$ cat src/rtl/gyrator_sweep_pkg.sv
// Shared types and constants for the gyrator measurement sequencer.
package gyrator_sweep_pkg;

    typedef enum logic [2:0] {
        IDLE,
        DC_SETTLE,
        DC_MEAS,
        SP_SETUP,
        SP_SETTLE,
        SP_MEAS,
        RES_OUT,
        DONE
    } state_t;

    localparam logic [1:0] KIND_DC = 2'd0;
    localparam logic [1:0] KIND_P1 = 2'd1;
    localparam logic [1:0] KIND_P2 = 2'd2;

    localparam logic PORT1 = 1'b0;
    localparam logic PORT2 = 1'b1;

endpackage

$ cat src/rtl/gyrator_settle_timer.sv
// Loadable down-counter that stops at zero; zero flag is combinational from the count.
module gyrator_settle_timer #(
    parameter int W = 12
) (
    input  logic         clk,
    input  logic         rst_n,
    input  logic         load,
    input  logic [W-1:0] load_val,
    input  logic         dec,
    output logic         zero
);

    localparam logic [W-1:0] ONE = {{(W-1){1'b0}}, 1'b1};

    logic [W-1:0] cnt_q;

    always_ff @(posedge clk or negedge rst_n) begin
        if (!rst_n) begin
            cnt_q <= '0;
        end else if (load) begin
            cnt_q <= load_val;
        end else if (dec && (cnt_q != '0)) begin
            cnt_q <= cnt_q - ONE;
        end
    end

    assign zero = (cnt_q == '0);

endmodule

$ cat src/rtl/gyrator_sweep_ctrl.sv
// Gyrator bench sequencer: DC operating point, then S-parameter sweep from port 1 and port 2,
// with settle timing, ADC req/ack capture and a valid/ready result stream.
module gyrator_sweep_ctrl
    import gyrator_sweep_pkg::*;
#(
    parameter int FREQ_W   = 16,
    parameter int NPTS_W   = 8,
    parameter int SETTLE_W = 12,
    parameter int DATA_W   = 16,
    parameter int TMO      = 1023
) (
    input  logic              clk,
    input  logic              rst_n,
    input  logic              start,
    input  logic              abort,
    input  logic [FREQ_W-1:0]   cfg_f_start,
    input  logic [FREQ_W-1:0]   cfg_f_step,
    input  logic [NPTS_W-1:0]   cfg_npts,
    input  logic [SETTLE_W-1:0] cfg_settle,
    output logic              src_en,
    output logic              src_port,
    output logic [FREQ_W-1:0]   src_freq,
    output logic              dc_mode,
    output logic              adc_req,
    input  logic              adc_ack,
    input  logic [DATA_W-1:0]   adc_data,
    output logic              res_valid,
    input  logic              res_ready,
    output logic [DATA_W-1:0]   res_data,
    output logic [1:0]          res_kind,
    output logic [NPTS_W-1:0]   res_idx,
    output logic              busy,
    output logic              done,
    output logic              err
);

    localparam int TMO_W = $clog2(TMO + 1);
    localparam logic [TMO_W-1:0] TMO_LOAD = TMO_W'(TMO - 1);

    state_t state_q, state_d;

    logic [FREQ_W-1:0]   f_start_q, f_step_q, freq_q;
    logic [NPTS_W-1:0]   npts_q, idx_q;
    logic [SETTLE_W-1:0] settle_q, settle_ld_val;
    logic [1:0]          kind_q;
    logic                err_q;
    logic [DATA_W-1:0]   res_data_q;
    logic [1:0]          res_kind_q;
    logic [NPTS_W-1:0]   res_idx_q;

    logic settle_ld, settle_dec, settle_zero;
    logic tmo_ld, tmo_dec, tmo_zero;
    logic accept, capture, advance, timeout;

    logic [NPTS_W:0] idx_inc;
    logic            idx_more, last_pt;

    assign idx_inc  = {1'b0, idx_q} + {{NPTS_W{1'b0}}, 1'b1};
    assign idx_more = (idx_inc < {1'b0, npts_q});
    assign last_pt  = (kind_q == KIND_DC) ? (npts_q == '0)
                                          : ((kind_q == KIND_P2) && !idx_more);

    gyrator_settle_timer #(.W(SETTLE_W)) u_settle (
        .clk      (clk),
        .rst_n    (rst_n),
        .load     (settle_ld),
        .load_val (settle_ld_val),
        .dec      (settle_dec),
        .zero     (settle_zero)
    );

    gyrator_settle_timer #(.W(TMO_W)) u_timeout (
        .clk      (clk),
        .rst_n    (rst_n),
        .load     (tmo_ld),
        .load_val (TMO_LOAD),
        .dec      (tmo_dec),
        .zero     (tmo_zero)
    );

    always_ff @(posedge clk or negedge rst_n) begin
        if (!rst_n) begin
            state_q <= IDLE;
        end else begin
            state_q <= state_d;
        end
    end

    always_comb begin
        state_d       = state_q;
        settle_ld     = 1'b0;
        settle_dec    = 1'b0;
        settle_ld_val = settle_q;
        tmo_ld        = 1'b0;
        tmo_dec       = 1'b0;
        accept        = 1'b0;
        capture       = 1'b0;
        advance       = 1'b0;
        timeout       = 1'b0;
        src_en        = 1'b0;
        dc_mode       = 1'b0;
        adc_req       = 1'b0;
        res_valid     = 1'b0;
        busy          = 1'b1;
        done          = 1'b0;

        case (state_q)
            IDLE, DONE: begin
                busy          = 1'b0;
                done          = (state_q == DONE);
                settle_ld_val = cfg_settle;
                if (start) begin
                    accept    = 1'b1;
                    settle_ld = 1'b1;
                    state_d   = DC_SETTLE;
                end else begin
                    state_d = IDLE;
                end
            end
            DC_SETTLE, SP_SETTLE: begin
                dc_mode = (state_q == DC_SETTLE);
                src_en  = (state_q == SP_SETTLE);
                if (settle_zero) begin
                    tmo_ld  = 1'b1;
                    state_d = (state_q == DC_SETTLE) ? DC_MEAS : SP_MEAS;
                end else begin
                    settle_dec = 1'b1;
                end
            end
            DC_MEAS, SP_MEAS: begin
                dc_mode = (state_q == DC_MEAS);
                src_en  = (state_q == SP_MEAS);
                adc_req = 1'b1;
                // An ack arriving in the expiry cycle still counts as a capture.
                if (adc_ack) begin
                    capture = 1'b1;
                    state_d = RES_OUT;
                end else if (tmo_zero) begin
                    timeout = 1'b1;
                    state_d = IDLE;
                end else begin
                    tmo_dec = 1'b1;
                end
            end
            SP_SETUP: begin
                src_en    = 1'b1;
                settle_ld = 1'b1;
                state_d   = SP_SETTLE;
            end
            RES_OUT: begin
                res_valid = 1'b1;
                dc_mode   = (kind_q == KIND_DC);
                src_en    = (kind_q != KIND_DC);
                if (res_ready) begin
                    advance = 1'b1;
                    state_d = last_pt ? DONE : SP_SETUP;
                end
            end
            default: state_d = IDLE;
        endcase

        // Abort overrides every transition and suppresses all side effects.
        if (abort) begin
            state_d    = IDLE;
            settle_ld  = 1'b0;
            settle_dec = 1'b0;
            tmo_ld     = 1'b0;
            tmo_dec    = 1'b0;
            accept     = 1'b0;
            capture    = 1'b0;
            advance    = 1'b0;
            timeout    = 1'b0;
        end
    end

    always_ff @(posedge clk or negedge rst_n) begin
        if (!rst_n) begin
            f_start_q  <= '0;
            f_step_q   <= '0;
            npts_q     <= '0;
            settle_q   <= '0;
            kind_q     <= KIND_DC;
            idx_q      <= '0;
            freq_q     <= '0;
            err_q      <= 1'b0;
            res_data_q <= '0;
            res_kind_q <= KIND_DC;
            res_idx_q  <= '0;
        end else begin
            if (accept) begin
                f_start_q <= cfg_f_start;
                f_step_q  <= cfg_f_step;
                npts_q    <= cfg_npts;
                settle_q  <= cfg_settle;
                kind_q    <= KIND_DC;
                idx_q     <= '0;
                err_q     <= 1'b0;
            end
            if (timeout) begin
                err_q <= 1'b1;
            end
            if (capture) begin
                res_data_q <= adc_data;
                res_kind_q <= kind_q;
                res_idx_q  <= idx_q;
            end
            // Frequency is accumulated; it reloads the start value on each port switch.
            if (advance) begin
                if (kind_q == KIND_DC) begin
                    kind_q <= KIND_P1;
                    idx_q  <= '0;
                    freq_q <= f_start_q;
                end else if (idx_more) begin
                    idx_q  <= idx_inc[NPTS_W-1:0];
                    freq_q <= freq_q + f_step_q;
                end else if (kind_q == KIND_P1) begin
                    kind_q <= KIND_P2;
                    idx_q  <= '0;
                    freq_q <= f_start_q;
                end
            end
        end
    end

    assign src_port = (kind_q == KIND_P2) ? PORT2 : PORT1;
    assign src_freq = freq_q;
    assign res_data = res_data_q;
    assign res_kind = res_kind_q;
    assign res_idx  = res_idx_q;
    assign err      = err_q;

endmodule

$ cat config.mk
export PLATFORM = sky130hd
export DESIGN_NAME = gyrator_sweep_ctrl
export DESIGN_NICKNAME = d
export VERILOG_FILES = /design/src/rtl/gyrator_sweep_pkg.sv /design/src/rtl/gyrator_settle_timer.sv /design/src/rtl/gyrator_sweep_ctrl.sv
export SDC_FILE = /design/constraint.sdc
export NUM_CORES = 1
export LEC_CHECK = 0
export CAP_MARGIN = 20
export CORE_MARGIN = 2
export CORE_UTILIZATION = 48
export DETAILED_ROUTE_END_ITERATION = 16
export MAX_ROUTING_LAYER = met4
export PLACE_DENSITY_LB_ADDON = 0.12
export SLEW_MARGIN = 20
export SYNTH_ARGS = -nofsm -noshare
export SYNTH_HDL_FRONTEND = slang
export SYNTH_SLANG_ARGS = --single-unit
$ cat constraint.sdc
create_clock -name clk -period 3.3 [get_ports clk]
set_clock_uncertainty 0.2 [all_clocks]
set_input_delay 0.99 -clock clk [delete_from_list [all_inputs] [get_ports clk]]
set_output_delay 0.99 -clock clk [all_outputs]
set_load 0.02 [all_outputs]
Word-level counts from Yosys, hierarchy flattened

Index checks and enable logic that the tools add are counted.

$add $sub $neg: 4
$lt $le $gt $ge: 1
Eq/ne operators: 12
Multiplexer cells: 62
Reductions and logical operators: 21

Operators with widths:

| cell                    | number |
|---|---|
| $mux W16                | 3 |
| $mux W8                 | 5 |
| $mux W12                | 3 |
| $mux W1                 | 33 |
| $mux W3                 | 7 |
| $mux W10                | 2 |
| $add A16 B16 Y16        | 1 |
| $pmux W3 S5             | 1 |
| $eq A3 B3 Y1 const B    | 4 |
| $logic_not A12 Y1       | 1 |
| $reduce_bool A12 Y1     | 1 |
| $sub A12 B1 Y12 const B | 1 |
| $logic_not A10 Y1       | 1 |
| $mux W2                 | 5 |
| $reduce_bool A10 Y1     | 1 |
| $sub A10 B1 Y10 const B | 1 |
| $add A8 B1 Y9 const B   | 1 |
| $lt A9 B8 Y1            | 1 |
| $logic_not A8 Y1        | 1 |
| $reduce_bool A2 Y1      | 4 |
| $eq A3 B2 Y1 const B    | 2 |
| $ne A3 B3 Y1 const B    | 2 |
| $reduce_or A2 Y1        | 3 |
| $ne A4 B4 Y1 const B    | 1 |
| other kinds (13)        | 15 |

Register bits after elaboration: 130
Logic and storage cells: 114

Longest topological paths before layout

Depth after elaboration: 9
Mapped depth: 15

Modules after synthesis

From an unflattened synthesis, not the netlist that was laid out.

Cells, all modules: 789
Area total of the unflattened synthesis: 7249.5 sq um

By module, submodules not included:

| module                           | instances | cells an instance | area each (sq um) | sequential area each (sq um) |
|---|---|---|---|---|
| gyrator_sweep_ctrl               | 1         | 633               | 5829.3            | 2702.6 |
| gyrator_settle_timer (u_settle)  | 1         | 89                | 798.3             | 300.3 |
| gyrator_settle_timer (u_timeout) | 1         | 67                | 621.8             | 250.2 |

Least setup slack after synthesis

No wires, ideal clock.

Path type: register -> register
From: register idx_q[0]
To: register idx_q[2]
Library setup time: 0.095 ns
Arrival: 2.813 ns
Setup slack: 0.192 ns
Cell stages (with the launch flop): 12
Path buffers: 0
Period minus slack after synthesis: 3.108 ns
Path through: dfrtp_1 > ha_1 > nand3_1 > and2_1 > or2_2 > ha_1 > and2_1 > o21ai_0 > o21ai_1 > nor4_1 > a21oi_1 > a211oi_1

Word-level cells in the longest chain between the ends: 5

RTL lines:

| item                     | line                      | text |
|---|---|---|
| start: declaration       | gyrator_sweep_ctrl.sv:43  | `logic [NPTS_W-1:0] npts_q, idx_q;` |
| start signal: assignment | gyrator_sweep_ctrl.sv:214 | `idx_q <= idx_inc[NPTS_W-1:0];` |
| $add A8 B1 Y9 (*)        | gyrator_sweep_ctrl.sv:58  | `assign idx_inc = {1'b0, idx_q} + {{NPTS_W{1'b0}}, 1'b1};` |
| $lt A9 B8 Y1             | gyrator_sweep_ctrl.sv:59  | `assign idx_more = (idx_inc < {1'b0, npts_q});` |
| $mux W8 (*)              | gyrator_sweep_ctrl.sv:213 | `end else if (idx_more) begin` |
| $mux W8 (*)              | gyrator_sweep_ctrl.sv:209 | `if (kind_q == KIND_DC) begin` |
| $mux W8 (*)              | gyrator_sweep_ctrl.sv:208 | `if (advance) begin` |

Every way passes the cells marked *; elsewhere a longest branch is shown, timed or not.
A chain may end at the register's enable or synchronous reset.

Final worst setup path

From: register state_q[0]
To: output port src_en

Word-level cells in the longest chain between the ends: 3
Elaborated cells between the ends (all ways): 9
Those cells by class: eq/ne: 6; mux: 1; reduce/logical: 2

RTL lines:

| item                                 | line                      | text |
|---|---|---|
| start: declaration                   | gyrator_sweep_ctrl.sv:40  | `state_t state_q, state_d;` |
| start signal: assignment             | gyrator_sweep_ctrl.sv:85  | `state_q <= state_d;` |
| $eq A3 B2 Y1 (tied with other cells) | gyrator_sweep_ctrl.sv:107 | `case (state_q)` |
| $reduce_or A2 Y1                     | gyrator_sweep_ctrl.sv:107 |  |
| $pmux W1 S4 (*)                      | gyrator_sweep_ctrl.sv:107 |  |
| end: declaration                     | gyrator_sweep_ctrl.sv:20  | `output logic src_en,` |

Marks and branches as above.

==> impl_metrics.json <==
{
  "max_cap_violations": 0,
  "total_wirelength_of_the_detailed_routed_design_mm": 15.9,
  "floorplan.io_pins": 124,
  "r2r-start": "idx_q[1]",
  "cts.htree.levels": 4,
  "ir_drop_mv": 0.467,
  "hold_depth": 1,
  "floorplan.rows": 43,
  "worst-slew-pin-transition_ps": 682,
  "power.share.switching": 0.366,
  "rr_endpoint": "src_freq[10]",
  "detailroute.via_count": 5381,
  "initial_utilization": 0.495,
  "detail_route.first_pass.iterations": 4,
  "tritoncts.num_buffers": 17,
  "power_frac_clock": 0.224,
  "outcome": "completed",
  "timing.final.crit_period_ps": 3240,
  "pwr-share-seq": 0.337,
  "core_footprint_sq_um": 14000,
  "ys.flop_type": "dfrtp_1",
  "timing.slew.headroom": 0.544,
  "p_int_uw": 5250,
  "synth_area_leader_cell": "dfrtp_1",
  "finalHoldViolations": 0,
  "timing.critical_path.from_type": "flop",
  "detailed_router_s_first_iteration_violation_count": 319,
  "timing.setup.critical_path_class": "reg2out",
  "die_span_in_x_um": 124,
  "clkSinkCount": 130,
  "met3_length_um": 771,
  "synthArstFlopShare": 1.00,
  "synth.top_cell.area_share": 0.468,
  "highest_layer": "met4",
  "gr-total-overflow": 0,
  "power-per-cell-area_nw_per_um2": 896,
  "clkSlewWorstSetupHoldPaths_ps": 60,
  "power.combinational.fraction": 0.439,
  "floorplan.die_area_sq_um": 15500,
  "grt_use_total": 0.219,
  "synth_enable_flop_cells": 0,
  "post_route_clock_period_utilization": 0.983,
  "ys_top_cells_by_count": "dfrtp_1 (130), mux2_2 (79), nand2_1 (56)",
  "worst-r2r-cell-count": 15,
  "design.final.nets": 887,
  "layout.area.seq_sq_um": 3260,
  "drt-vias-per-instance": 5.49,
  "gp_congestion": 0.868,
  "detailed_place_hpwl_mm": 11.7,
  "ys_seq_elements": 130,
  "final_util": 0.658,
  "area_delta_synth_final_pct": 32.8,
  "netlist-cell-type-count": 64,
  "min_path_type": "reg2reg",
  "net_switching_power_figure_uw": 3030,
  "io_buffer_count": 123,
  "cp-end-kind": "output port",
  "vias_in_the_first_global_route": 5461,
  "fin_tns_setup_ps": 0,
  "synth_area_per_cell_sq_um": 10.9,
  "synth_most_common_cell": "dfrtp_1",
  "hold_path_end": "res_idx[1]",
  "syn-cell-area_sq_um": 6960,
  "cellLeakagePower_uw": 0.00401,
  "syn-instance-count": 638,
  "setup_violations": 0,
  "synth-warning-count": 0,
  "diodes": 0,
  "synthesis.nets": 738,
  "grt_start_max_net_pins": 50,
  "filler_instances": 1101,
  "rrSetupSlack_ps": 120,
  "drive_gt1_frac": 0.235,
  "max-clock-path-buffers": 2,
  "detailed_route_drc_error_count": 0,
  "final.setup.worst_slack_ps": 57.6,
  "detailroute.wirelength.met2_mm": 7.74,
  "timing.critical_path.required_ps": 2110,
  "antenna_violating_nets_post_route": 0,
  "critPathMaxFanout": 8,
  "wl_per_cell_um": 16.2,
  "timing.fmax_ghz": 0.308,
  "min-delay-start": "res_idx[1]",
  "netlist_top_cells_area": "dfrtp_1 (47%), mux2_2 (13%), ha_1 (4.5%)",
  "route.layer.met1.wl_mm": 7.18,
  "multi_input_comb_area_sq_um": 3520,
  "worst_endpoint_data_arrival_time_ps": 2050,
  "clk-insertion-delay-late_ps": 420,
  "report.final.slew_viol_count": 0,
  "yosysSeqAreaShare": 0.468,
  "cts_tree": "built",
  "cts_root_buffer": "clkbuf_16",
  "totalPowerFinal_uw": 8270,
  "place_ws_ps": -83.6,
  "rsz0062_at_grt": "yes",
  "grt_pass1_wl_mm": 26.9,
  "die_h_um": 124,
  "grt_antenna_before_repair": 0
}
## layout make-up
type                       instances  share of cell area
timing repair buffer             153               0.169
sequential                       130               0.353
multi-input combinational        460               0.382
clock buffer                      21              0.0477
tap                              180              0.0244
clock inverter                    11              0.0149
inverter                          25              0.0102
## what timing repair did
action | in CTS | in global routing
resized for setup | 4 | 10
hold endpoints to repair | 0 | 0
setup buffers | 0 | 1
hold buffers | 0 | 0
pin swaps | 0 | 2
endpoints found under the setup margin | 4 | 16
gates cloned | 0 | 2
## kinds of logic after synthesis
| group | Yosys count | synth area share |
|---|---|---|
| AO/OA/AOI/OAI | 122 | 0.121 |
| adder cells (fa/ha/maj) | 26 | 0.0478 |
| AND/OR/NAND/NOR | 188 | 0.145 |
| XOR/XNOR | 29 | 0.0365 |
| flip-flops | 130 | 0.468 |
| buffers and inverters | 49 | 0.0322 |
| multiplexers | 94 | 0.149 |
## sequential cells by signal (all words and copies together) (netlist names)
name and flops:
idx_q 8, res_kind 2, f_step_q 16, state_q 3, u_settle.cnt_q 12, f_start_q 16, src_freq 16, kind_q 2
settle_q 12, u_timeout.cnt_q 10, npts_q 8, res_idx 8, res_data 16, err 1
## cells in the final DEF (no fill, tap or decap), types with 7 or more instances in the layout
cell	instances
nor2b_1	7
o21ai_0	19
xor2_1	12
inv_1	25
xnor2_1	17
nor3_1	19
clkdlybuf4s50_1	120
ha_1	24
buf_4	23
nor4_1	9
buf_12	7
a31oi_2	8
dfrtp_1	126
o21a_1	8
nand3_1	11
nand2_1	55
clkbuf_16	18
mux2_2	79
nor2_1	37
mux2i_1	15
a21oi_1	36
## worst max-delay path by stage
| stage | from | end | slack [ps] | cells past startpoint |
|---|---|---|---|---|
| floorplan | idx_q[0] | idx_q[2] | 190 | 11 |
| global placement | abort | src_freq[11] | 2 | 9 |
| detailed placement | abort | src_freq[10] | -80 | 9 |
| CTS | state_q[0] | src_en | 20 | 4 |
| global route | idx_q[1] | src_freq[11] | -40 | 15 |
| finish | state_q[0] | src_en | 60 | 4 |
## metal layers
layer,track usage,vias up
met5,-,-
met4,0.0707,0
met3,0.0438,19
met2,0.351,156
met1,0.281,2608
li1,-,2598
## power by group through the flow
stage          sequential, uW  clock (uW)  combinational [uW]
2_1_floorplan            2860           0                2310
3_3_place_gp             2770           0                3530
3_5_place_dp             2800           0                3610
4_1_cts                  2790        1880                3620
5_1_grt                  2880        1970                3970
6_report                 2790        1850                3630
## per-stage QoR
step                      instances  hold slack (ps)  instance area [sq um]
after floorplan                 638              271                   6960
after global placement          945              283                   8580
after detailed placement        945              291                   8580
after CTS                       977              303                   9170
after global routing            980              313                   9240
final                           980              302                   9240
## worst max-delay path, stage by stage (launching register included)
cell and delay (ps):
dfrtp_2 460, buf_4 190, o211ai_1 180, o21a_1 190
clkdlybuf4s50_1 620
(Power assumes the default switching activity.)
